===== src/rtl/rggen_register_access_initiator.sv =====
//------------------------------------------------------------------------------
// rggen_register_access_initiator: command -> register access -> response bridge.
// Optional access timeout enabled by macro RGGEN_ACCESS_TIMEOUT_EN.  Rev 1.0
//------------------------------------------------------------------------------
`default_nettype none

module rggen_register_access_initiator #(
  parameter int ADDRESS_WIDTH  = 16,
  parameter int DATA_WIDTH     = 32,
  parameter int TIMEOUT_CYCLES = 255
) (
  input  logic                     clk,
  input  logic                     rst,
  input  logic                     i_cmd_valid,
  output logic                     o_cmd_ready,
  input  logic                     i_cmd_write,
  input  logic [ADDRESS_WIDTH-1:0] i_cmd_address,
  input  logic [DATA_WIDTH-1:0]    i_cmd_write_data,
  input  logic [DATA_WIDTH-1:0]    i_cmd_write_mask,
  output logic                     o_access_valid,
  input  logic                     i_access_ready,
  output logic                     o_access_write,
  output logic [ADDRESS_WIDTH-1:0] o_access_address,
  output logic [DATA_WIDTH-1:0]    o_access_write_data,
  output logic [DATA_WIDTH-1:0]    o_access_mask,
  input  logic [DATA_WIDTH-1:0]    i_access_read_data,
  input  logic [1:0]               i_access_status,
  output logic                     o_rsp_valid,
  input  logic                     i_rsp_ready,
  output logic [DATA_WIDTH-1:0]    o_rsp_read_data,
  output logic [1:0]               o_rsp_status
);

  typedef enum logic [1:0] {
    IDLE    = 2'd0,
    ACCESS  = 2'd1,
    RESPOND = 2'd2
  } state_e;

  localparam logic [1:0] STATUS_TIMEOUT = 2'b11;

  if (TIMEOUT_CYCLES < 1) begin : g_bad_timeout_cycles
    $error("TIMEOUT_CYCLES must be at least 1");
  end

`ifdef RGGEN_ACCESS_TIMEOUT_EN
  localparam int                  COUNT_WIDTH  = $clog2(TIMEOUT_CYCLES + 1);
  localparam logic [COUNT_WIDTH-1:0] COUNT_LAST = COUNT_WIDTH'(TIMEOUT_CYCLES - 1);
  localparam logic [COUNT_WIDTH-1:0] COUNT_ONE  = COUNT_WIDTH'(1);

  logic [COUNT_WIDTH-1:0] timeout_count_q;
`endif

  state_e                   state_q;
  logic                     cmd_ready_q;
  logic                     access_valid_q;
  logic                     rsp_valid_q;
  logic                     access_write_q;
  logic [ADDRESS_WIDTH-1:0] access_address_q;
  logic [DATA_WIDTH-1:0]    access_write_data_q;
  logic [DATA_WIDTH-1:0]    access_mask_q;
  logic [DATA_WIDTH-1:0]    rsp_read_data_q;
  logic [1:0]               rsp_status_q;

  // Handshake flags are registered alongside the state so every output is a flop.
  always_ff @(posedge clk) begin
    if (rst) begin
      state_q             <= IDLE;
      cmd_ready_q         <= 1'b1;
      access_valid_q      <= 1'b0;
      rsp_valid_q         <= 1'b0;
      access_write_q      <= 1'b0;
      access_address_q    <= '0;
      access_write_data_q <= '0;
      access_mask_q       <= '0;
      rsp_read_data_q     <= '0;
      rsp_status_q        <= '0;
`ifdef RGGEN_ACCESS_TIMEOUT_EN
      timeout_count_q     <= '0;
`endif
    end else begin
      case (state_q)
        IDLE: begin
          if (i_cmd_valid) begin
            state_q             <= ACCESS;
            cmd_ready_q         <= 1'b0;
            access_valid_q      <= 1'b1;
            access_write_q      <= i_cmd_write;
            access_address_q    <= i_cmd_address;
            access_write_data_q <= i_cmd_write ? i_cmd_write_data : '0;
            access_mask_q       <= i_cmd_write ? i_cmd_write_mask : '1;
`ifdef RGGEN_ACCESS_TIMEOUT_EN
            timeout_count_q     <= '0;
`endif
          end
        end
        ACCESS: begin
          // A ready arriving on the final allowed cycle still completes normally.
          if (i_access_ready) begin
            state_q         <= RESPOND;
            access_valid_q  <= 1'b0;
            rsp_valid_q     <= 1'b1;
            rsp_read_data_q <= access_write_q ? '0 : i_access_read_data;
            rsp_status_q    <= i_access_status;
          end
`ifdef RGGEN_ACCESS_TIMEOUT_EN
          else if (timeout_count_q == COUNT_LAST) begin
            state_q         <= RESPOND;
            access_valid_q  <= 1'b0;
            rsp_valid_q     <= 1'b1;
            rsp_read_data_q <= '0;
            rsp_status_q    <= STATUS_TIMEOUT;
          end else begin
            timeout_count_q <= timeout_count_q + COUNT_ONE;
          end
`endif
        end
        RESPOND: begin
          if (i_rsp_ready) begin
            state_q     <= IDLE;
            rsp_valid_q <= 1'b0;
            cmd_ready_q <= 1'b1;
          end
        end
        default: begin
          state_q        <= IDLE;
          cmd_ready_q    <= 1'b1;
          access_valid_q <= 1'b0;
          rsp_valid_q    <= 1'b0;
        end
      endcase
    end
  end

  assign o_cmd_ready         = cmd_ready_q;
  assign o_access_valid      = access_valid_q;
  assign o_access_write      = access_write_q;
  assign o_access_address    = access_address_q;
  assign o_access_write_data = access_write_data_q;
  assign o_access_mask       = access_mask_q;
  assign o_rsp_valid         = rsp_valid_q;
  assign o_rsp_read_data     = rsp_read_data_q;
  assign o_rsp_status        = rsp_status_q;

endmodule

`default_nettype wire


===== config.mk =====
export PLATFORM = sky130hd
export DESIGN_NAME = rggen_register_access_initiator
export DESIGN_NICKNAME = d
export VERILOG_FILES = /design/src/rtl/rggen_register_access_initiator.sv
export SDC_FILE = /design/constraint.sdc
export NUM_CORES = 1
export LEC_CHECK = 0
export CAP_MARGIN = 20
export CORE_MARGIN = 3
export CORE_UTILIZATION = 40
export DETAILED_ROUTE_END_ITERATION = 7
export GPL_ROUTABILITY_DRIVEN = 1
export PLACE_DENSITY = 0.91
export SETUP_SLACK_MARGIN = 0.02
export SLEW_MARGIN = 20
export SYNTH_ARGS = -nofsm -noshare
export SYNTH_HDL_FRONTEND = slang
export SYNTH_SLANG_ARGS = --single-unit

===== constraint.sdc =====
create_clock -name clk -period 1.9 [get_ports clk]
set_input_delay 0.38 -clock clk [delete_from_list [all_inputs] [get_ports clk]]
set_output_delay 0.38 -clock clk [all_outputs]
set_load 0.05 [all_outputs]

# == Word level (Yosys, flattened, before mapping) ==
# Index checks and enable logic that the tools add are counted.
# totals
regBits,120
out_inout_bits,118
word_cells,41
# classes
eq_ne,5
muxes,16
bitwise,3
n_reduce_logical,7
# op_table
op,count
32-bit 2-to-1 mux,3
3-bit AND reduction,4
1-bit one-hot mux with 3 select lines,3
1-bit 2-to-1 mux,6
2-bit 2-to-1 mux,3
2-bit != test (second input constant),3
2-bit one-hot mux with 3 select lines,1
2-bit AND reduction,2
1-bit NOT,3
2-bit by 1-bit == test with 1-bit output (second input constant),1
2-bit == test (second input constant),1
2-bit zero test,1

# == Depth between registers and ports, before layout ==
# Gate-level depths: netlist (run 1).
# depth
word_depth,3
depth_mapped,6

# == Worst setup path after synthesis (run 1) ==
# OpenSTA, ideal clock, no wires.
# synth_path
kind,register to register
from,register state_q[0]
to,"register access_mask_q[10], in the netlist o_access_mask[10]"
setup_time_ns,0.132
t_arrival_ns,1.228
required_time_ns,1.768
setup_slack_ns,0.540
path_stages_with_launch,7
n_path_buf,3
period_less_slack_ns,1.360
cell_sequence,dfxtp_1 > buf_6 > or3b_1 > buf_6 > buf_6 > nor3b_2 > nor3_1
# synth_between
elab_chain_cells,2
# synth_rtl
item,line_no,text
start: declaration,54,state_e state_q;
start signal: assignment,68,state_q <= IDLE;
start signal: assignment,85,state_q <= ACCESS;
start signal: assignment,100,state_q <= RESPOND;
2-bit zero test,82,case (state_q)
2-bit AND reduction (no line),n/a,
end signal: assignment,91,access_mask_q <= i_cmd_write ? i_cmd_write_mask : '1;
end: declaration,61,logic [DATA_WIDTH-1:0] access_mask_q;
# No other way between the ends.
# A chain may end at the register's enable or synchronous reset.

# == Worst setup path after layout (run 1) ==
# layout_path
from,"register access_write_data_q[10], in the netlist o_access_write_data[10]"
to,output o_access_write_data[10]
# layout_rtl
item,line_no,text
start: declaration,60,logic [DATA_WIDTH-1:0] access_write_data_q;
start signal: assignment,90,access_write_data_q <= i_cmd_write ? i_cmd_write_data : '0;
end: declaration,24,"output logic [DATA_WIDTH-1:0] o_access_write_data,"
# No word-level cell between the ends.

==> flow_summary.yaml, run 1 <==
timing:
  final.setup.worst_slack_ns: 0.230
  rsz0062_at_grt: "no"
  finalHoldViolations: 0
  setup_viol: 0
  drv_slew: 0
  fin_crit_sh_pct: 87.9
  finClkSkew_ns: 0.00536
  max_clock_freq_ghz: 0.599
  relSlewSlack_pct: 64.1
  worst-slew-pin-transition_ns: 0.540
  period_needed_ns: 1.67
setup_path:
  r2r_cells: 5
  critPathMaxFanout: 2
  worst_setup_path_endpoint: "o_access_write_data[10]"
  startpoint_type: "flop"
  startpoint: "o_access_write_data[10]$_SDFFE_PP0P_"
  cp_top_family: "buffers and inverters"
  worstSetupPathType: "reg2out"
  required_ns: 1.52
  rrSetupSlack_ns: 0.42
  timing.rr.end: "o_access_write_data[30]$_SDFFE_PP0P_"
  worst-path-stages: 1
  cp_cell_sequence: "dlygate4sd2_1"
  slowest_stage: "dlygate4sd2_1"
  path_buf_inv: 1
  cp-end-kind: "primary output"
  r2r_start: "state_q[0]$_SDFFE_PP0P_"
  critPathMaxStageDelay_ns: 0.57
  arrival_ns: 1.29
grt:
  antenna_found_initial: 0
  grt_pass1_wl_mm: 22.7
  grt_pass1_vias: 4680
  grtUsageTotal_pct: 22.1
  grt_max_degree: 70
  overflow: 0
route:
  first_iter_violations: 377
  vias: 4659
  avgRoutedWirePerCell_um: 16.1
  vias_per_cell: 5.14
  drt.antenna.violating_nets: 0
  wirelength_mm: 14.6
  route.detailed.drc: 0
  first_pass_iters: 4
finish:
  areaGrowthSynthToFinish_pct: 63.0
  final_core_util_pct: 68.0
  drive_above_1_share_pct: 12.4
  stdcell_count: 907
  most-common-layout-cells: "120 x dfxtp_1, 117 x clkdlybuf4s50_1, 102 x nand2_1"
  nets: 877
  layout_commonest_cell: "dfxtp_1"
  fillers: 875
  diodes: 0
clock_network:
  cts_tree: "done"
  htree_levels: 4
  clock-sinks: 120
  max-clock-path-buffers: 2
  clk_latency_ns: 0.40
  clkTransAtPathRegs_ns: 0.05
  cts_root_buf: "clkbuf_16"
  numCtsBuffers: 17
  post_cts_buffers: 0
logic_synthesis:
  synth-seq-area-share_pct: 52.0
  synth_top_area_cell: "dfxtp_1"
  netlist.area_leader.share_pct: 52.0
  ys_warn_count: 0
  synth_area_leaders: "dfxtp_1 52%, a21oi_1 9.4%, nand2_1 8.3%"
  synth.distinct_cells: 17
  ys_ff_latch: 120
  syn_area_per_cell_um2: 8.67
  syn_area_um2: 4620
  synth_cells: 533
  syn-num-nets: 653
floorplan:
  initial_core_util_pct: 41.7
  die-area_um2: 12900
  rows: 38
  die_w_um: 113
  ios: 238
  die_y_um: 113
  core_area_um2: 11100
place:
  dp_hpwl_mm: 10.5
  place_ws_ns: -0.0458
  gp_congestion: 0.883
  port_buffers: 237
  dp.cells: 878
power_and_ir_drop:
  p_per_area_nw_per_um2: 933
  worst_ir_drop_vdd_uv: 581
  p_leak_uw: 0.00317
  finalPower_uw: 7030
hold_path:
  hold_start: "rst"
  hp-class: "in2reg"
outcome:
  outcome: "complete, no violations"
flow_run:
  drv_cap: 0
kinds of logic (layout without fill, tap and decap cells):
logic type | Yosys count | in the layout | synth area share, %
DFF | 120 | 120 | 52.0
buffers and inverters | 50 | 284 | 5.39
and+or+nand+nor | 273 | 273 | 32.8
muxes | 1 | 1 | 0.217
AOI/OAI and AO/OA | 89 | 89 | 9.64
sequential cells by signal, summed over array words and instances (netlist names):
register / count
state_q: 2
o_access_valid: 1
o_rsp_valid: 1
o_rsp_read_data: 32
o_rsp_status: 2
o_cmd_ready: 1
o_access_mask: 32
o_access_address: 16
o_access_write_data: 32
o_access_write: 1
area by class of cell:
type                            instances  area, um^2  share of cell area [%]
Clock inverter                          4        20.0                   0.266
Multi-Input combinational cell        363        1980                    26.2
Inverter                                1        3.75                  0.0498
Clock buffer                           25         495                    6.58
Timing Repair Buffer                  254        2460                    32.6
Sequential cell                       120        2400                    31.9
Tap cell                              140         175                    2.33
synth_stat cells (all sizes together):
cell type	count
clkbuf	25
a21oi	87
o21ai	2
inv	1
nand2	102
buf	24
and3b	1
or3b	1
nand3	32
nor2	38
nor3b	33
mux2i	1
nor3	33
nand3b	33
dfxtp	120
metal layers:
metal	track usage, %	routed length, um	vias up
li1	-	-	2241
met1	24.1	5630	2157
met2	37.9	7120	222
met3	8.28	1360	39
met4	10.7	490	0
met5	0	0	-
through the flow:
step                hold WS, ns  area (um^2)  TNS, ns
CTS                       0.200         7530        0
finish                    0.221         7530        0
floorplan                 0.496         4620        0
detailed placement        0.445         7140   -0.508
global placement          0.437         7140        0
global route              0.205         7530        0
where the power goes:
group	internal (uW)	total (uW)	switching, uW	leakage [uW]
logic	568	1490	926	0.00192
registers	2670	2760	84.7	0.000983
clock network	1770	2780	1010	0.000259
total	5010	7030	2020	0.00317
worst min-delay path by stage:
stage                                                end  slack [ns]  cells after the start
finish                    o_access_mask[11]$_SDFFE_PP0P_        0.22                      2
global route              o_access_mask[11]$_SDFFE_PP0P_        0.21                      2
CTS                       o_access_mask[11]$_SDFFE_PP0P_        0.20                      2
detailed placement       o_rsp_read_data[4]$_SDFFE_PP0P_        0.44                      2
global placement    o_access_write_data[15]$_SDFFE_PP0P_        0.44                      2
floorplan                        state_q[0]$_SDFFE_PP0P_        0.50                      1
repair_timing:
item | in CTS | in global routing
hold buffers | 0 | 0
setup endpoints to repair | 99 | 0
gates resized for setup | 99 | 0
Note: power is estimated with default switching activity, not from simulation.
==> run 2, diff against run 1 <==
--- a/config.mk
+++ b/config.mk
@@ -6,7 +6,6 @@
 export NUM_CORES = 1
 export LEC_CHECK = 0
 export CAP_MARGIN = 20
-export CORE_MARGIN = 3
 export CORE_UTILIZATION = 40
 export DETAILED_ROUTE_END_ITERATION = 7
 export GPL_ROUTABILITY_DRIVEN = 1
==> run 2 against run 1 <==
Against the previous run: flip-flop and latch count unchanged; combinational power about the same; global-route usage increased by 1.2 points; via count increased by 0.49%; maximum frequency decreased by 0.63%; largest power group unchanged; highest routed layer is now met5; wire length decreased by 2.8%; sequential share of layout area decreased by 0.31 points; clock power increased by 15%; setup slack got worse by 0.011 ns.
==> flow_summary.yaml, run 2 (synthesized netlist as in run 1, its figures left out) <==
outcome:
  outcome: "complete, no violations"
floorplan:
  rows: 38
  die-area_um2: 12000
  die_y_um: 109
  ios: 238
  core_area_um2: 11000
  initial_core_util_pct: 41.9
  die_w_um: 109
setup_path:
  slowest_stage: "dlygate4sd2_1"
  path_buf_inv: 1
  critPathMaxStageDelay_ns: 0.54
  arrival_ns: 1.30
  worstSetupPathType: "reg2out"
  cp_cell_sequence: "dlygate4sd2_1"
  startpoint_type: "flop"
  cp_top_family: "buffers and inverters"
  required_ns: 1.52
  cp-end-kind: "primary output"
  critPathMaxFanout: 2
power_and_ir_drop:
  swShare_pct: 28.5
  worst_ir_drop_vdd_uv: 473
  p_int_uw: 5310
  clkPwrFrac_pct: 42.9
  p_leak_uw: 0.00320
  p_switching_uw: 2120
  seqPwrFrac_pct: 37.1
  combinationalPowerShare_pct: 20.1
  p_per_area_nw_per_um2: 977
timing:
  drv_slew: 0
  period_needed_ns: 1.68
  tns_ns: 0
  relSlewSlack_pct: 64.6
  rsz0062_at_grt: "no"
  finalHoldViolations: 0
  worst-slew-pin-transition_ns: 0.533
  setup_viol: 0
  finClkSkew_ns: 0.00878
  max_clock_freq_ghz: 0.595
  fin_crit_sh_pct: 88.5
grt:
  grtUsageTotal_pct: 23.3
  overflow: 0
  antenna_found_initial: 1
  grt_pass1_vias: 4602
  grt_pass1_wl_mm: 21.5
  grt_max_degree: 40
flow_run:
  drv_cap: 0
clock_network:
  numCtsBuffers: 17
  max-clock-path-buffers: 2
  clk_latency_ns: 0.39
  clkTransAtPathRegs_ns: 0.06
  htree_levels: 4
  cts_root_buf: "clkbuf_16"
  clock-sinks: 120
  post_cts_buffers: 0
  cts_tree: "done"
finish:
  diodes: 0
  drive_above_1_share_pct: 12.8
  final_core_util_pct: 69.0
  layout_commonest_cell: "dfxtp_1"
  areaGrowthSynthToFinish_pct: 64.6
  nets: 879
  most-common-layout-cells: "120 x dfxtp_1, 117 x clkdlybuf4s50_1, 102 x nand2_1, 102 x dlygate4sd2_1, 87 x a21oi_1"
route:
  vias: 4682
  avgRoutedWirePerCell_um: 15.6
  drt.antenna.violating_nets: 0
  first_pass_iters: 4
  first_iter_violations: 239
  wirelength_mm: 14.2
  vias_per_cell: 5.14
  route.detailed.drc: 0
place:
  port_buffers: 237
  gp_congestion: 0.782
  dp_hpwl_mm: 10.3
hold_path:
  hp-class: "in2reg"
run 2: metal layers:
layer	share of wire, %	wire length (um)	up-vias	GRT usage [%]
met1	39	5580	2219	24.8
met5	0.092	13	-	0
met3	8.3	1180	24	7.82
met4	2.1	295	2	11.1
met2	50	7120	193	41.4
li1	-	-	2244	-
run 2: through the flow:
step	setup slack (ns)	cell area, um^2	hold WS, ns	cells	total power (uW)
floorplan	0.540	4620	0.496	533	3700
global placement	-0.0164	7140	0.437	880	4340
detailed placement	-0.0969	7140	0.444	880	4390
CTS	0.206	7610	0.391	911	7500
global route	0.172	7610	0.411	911	7700
finish	0.219	7610	0.418	911	7430
run 2: final timing paths:
kind / from / endpoint / slack, ns / depth (start not counted)
worst max-delay path: o_access_mask[18]$_SDFFE_PP0P_ / o_access_mask[18] / 0.22 / 1
worst min-delay path: rst / o_rsp_valid$_SDFFE_PP0P_ / 0.42 / 2
worst max register to register: state_q[1]$_SDFFE_PP0P_ / o_access_mask[0]$_SDFFE_PP0P_ / 0.37 / 4
worst min register to register: o_rsp_read_data[30]$_SDFFE_PP0P_ / o_rsp_read_data[30]$_SDFFE_PP0P_ / 0.45 / 2
run 2: repair_timing:
action,in CTS,in global routing
hold buffers,0,0
resized for setup,102,0
endpoints found under the setup margin,102,0
run 2: area by class of cell:
type                       instances  area (um^2)
tap                              140          175
clock buffer                      19          443
clock inverter                    12          153
inverter                           1         3.75
sequential                       120         2400
fill                             868         3420
multi-input combinational        363         1980
timing repair buffer             256         2450
run 2: power by group through the flow:
stage / sequential [uW] / clock [uW] / combinational (uW)
3_5_place_dp: 2810 / 0 / 1580
6_report: 2750 / 3190 / 1490
5_1_grt: 2770 / 3360 / 1570
2_1_floorplan: 3300 / 0 / 397
3_3_place_gp: 2800 / 0 / 1540
4_1_cts: 2750 / 3250 / 1500
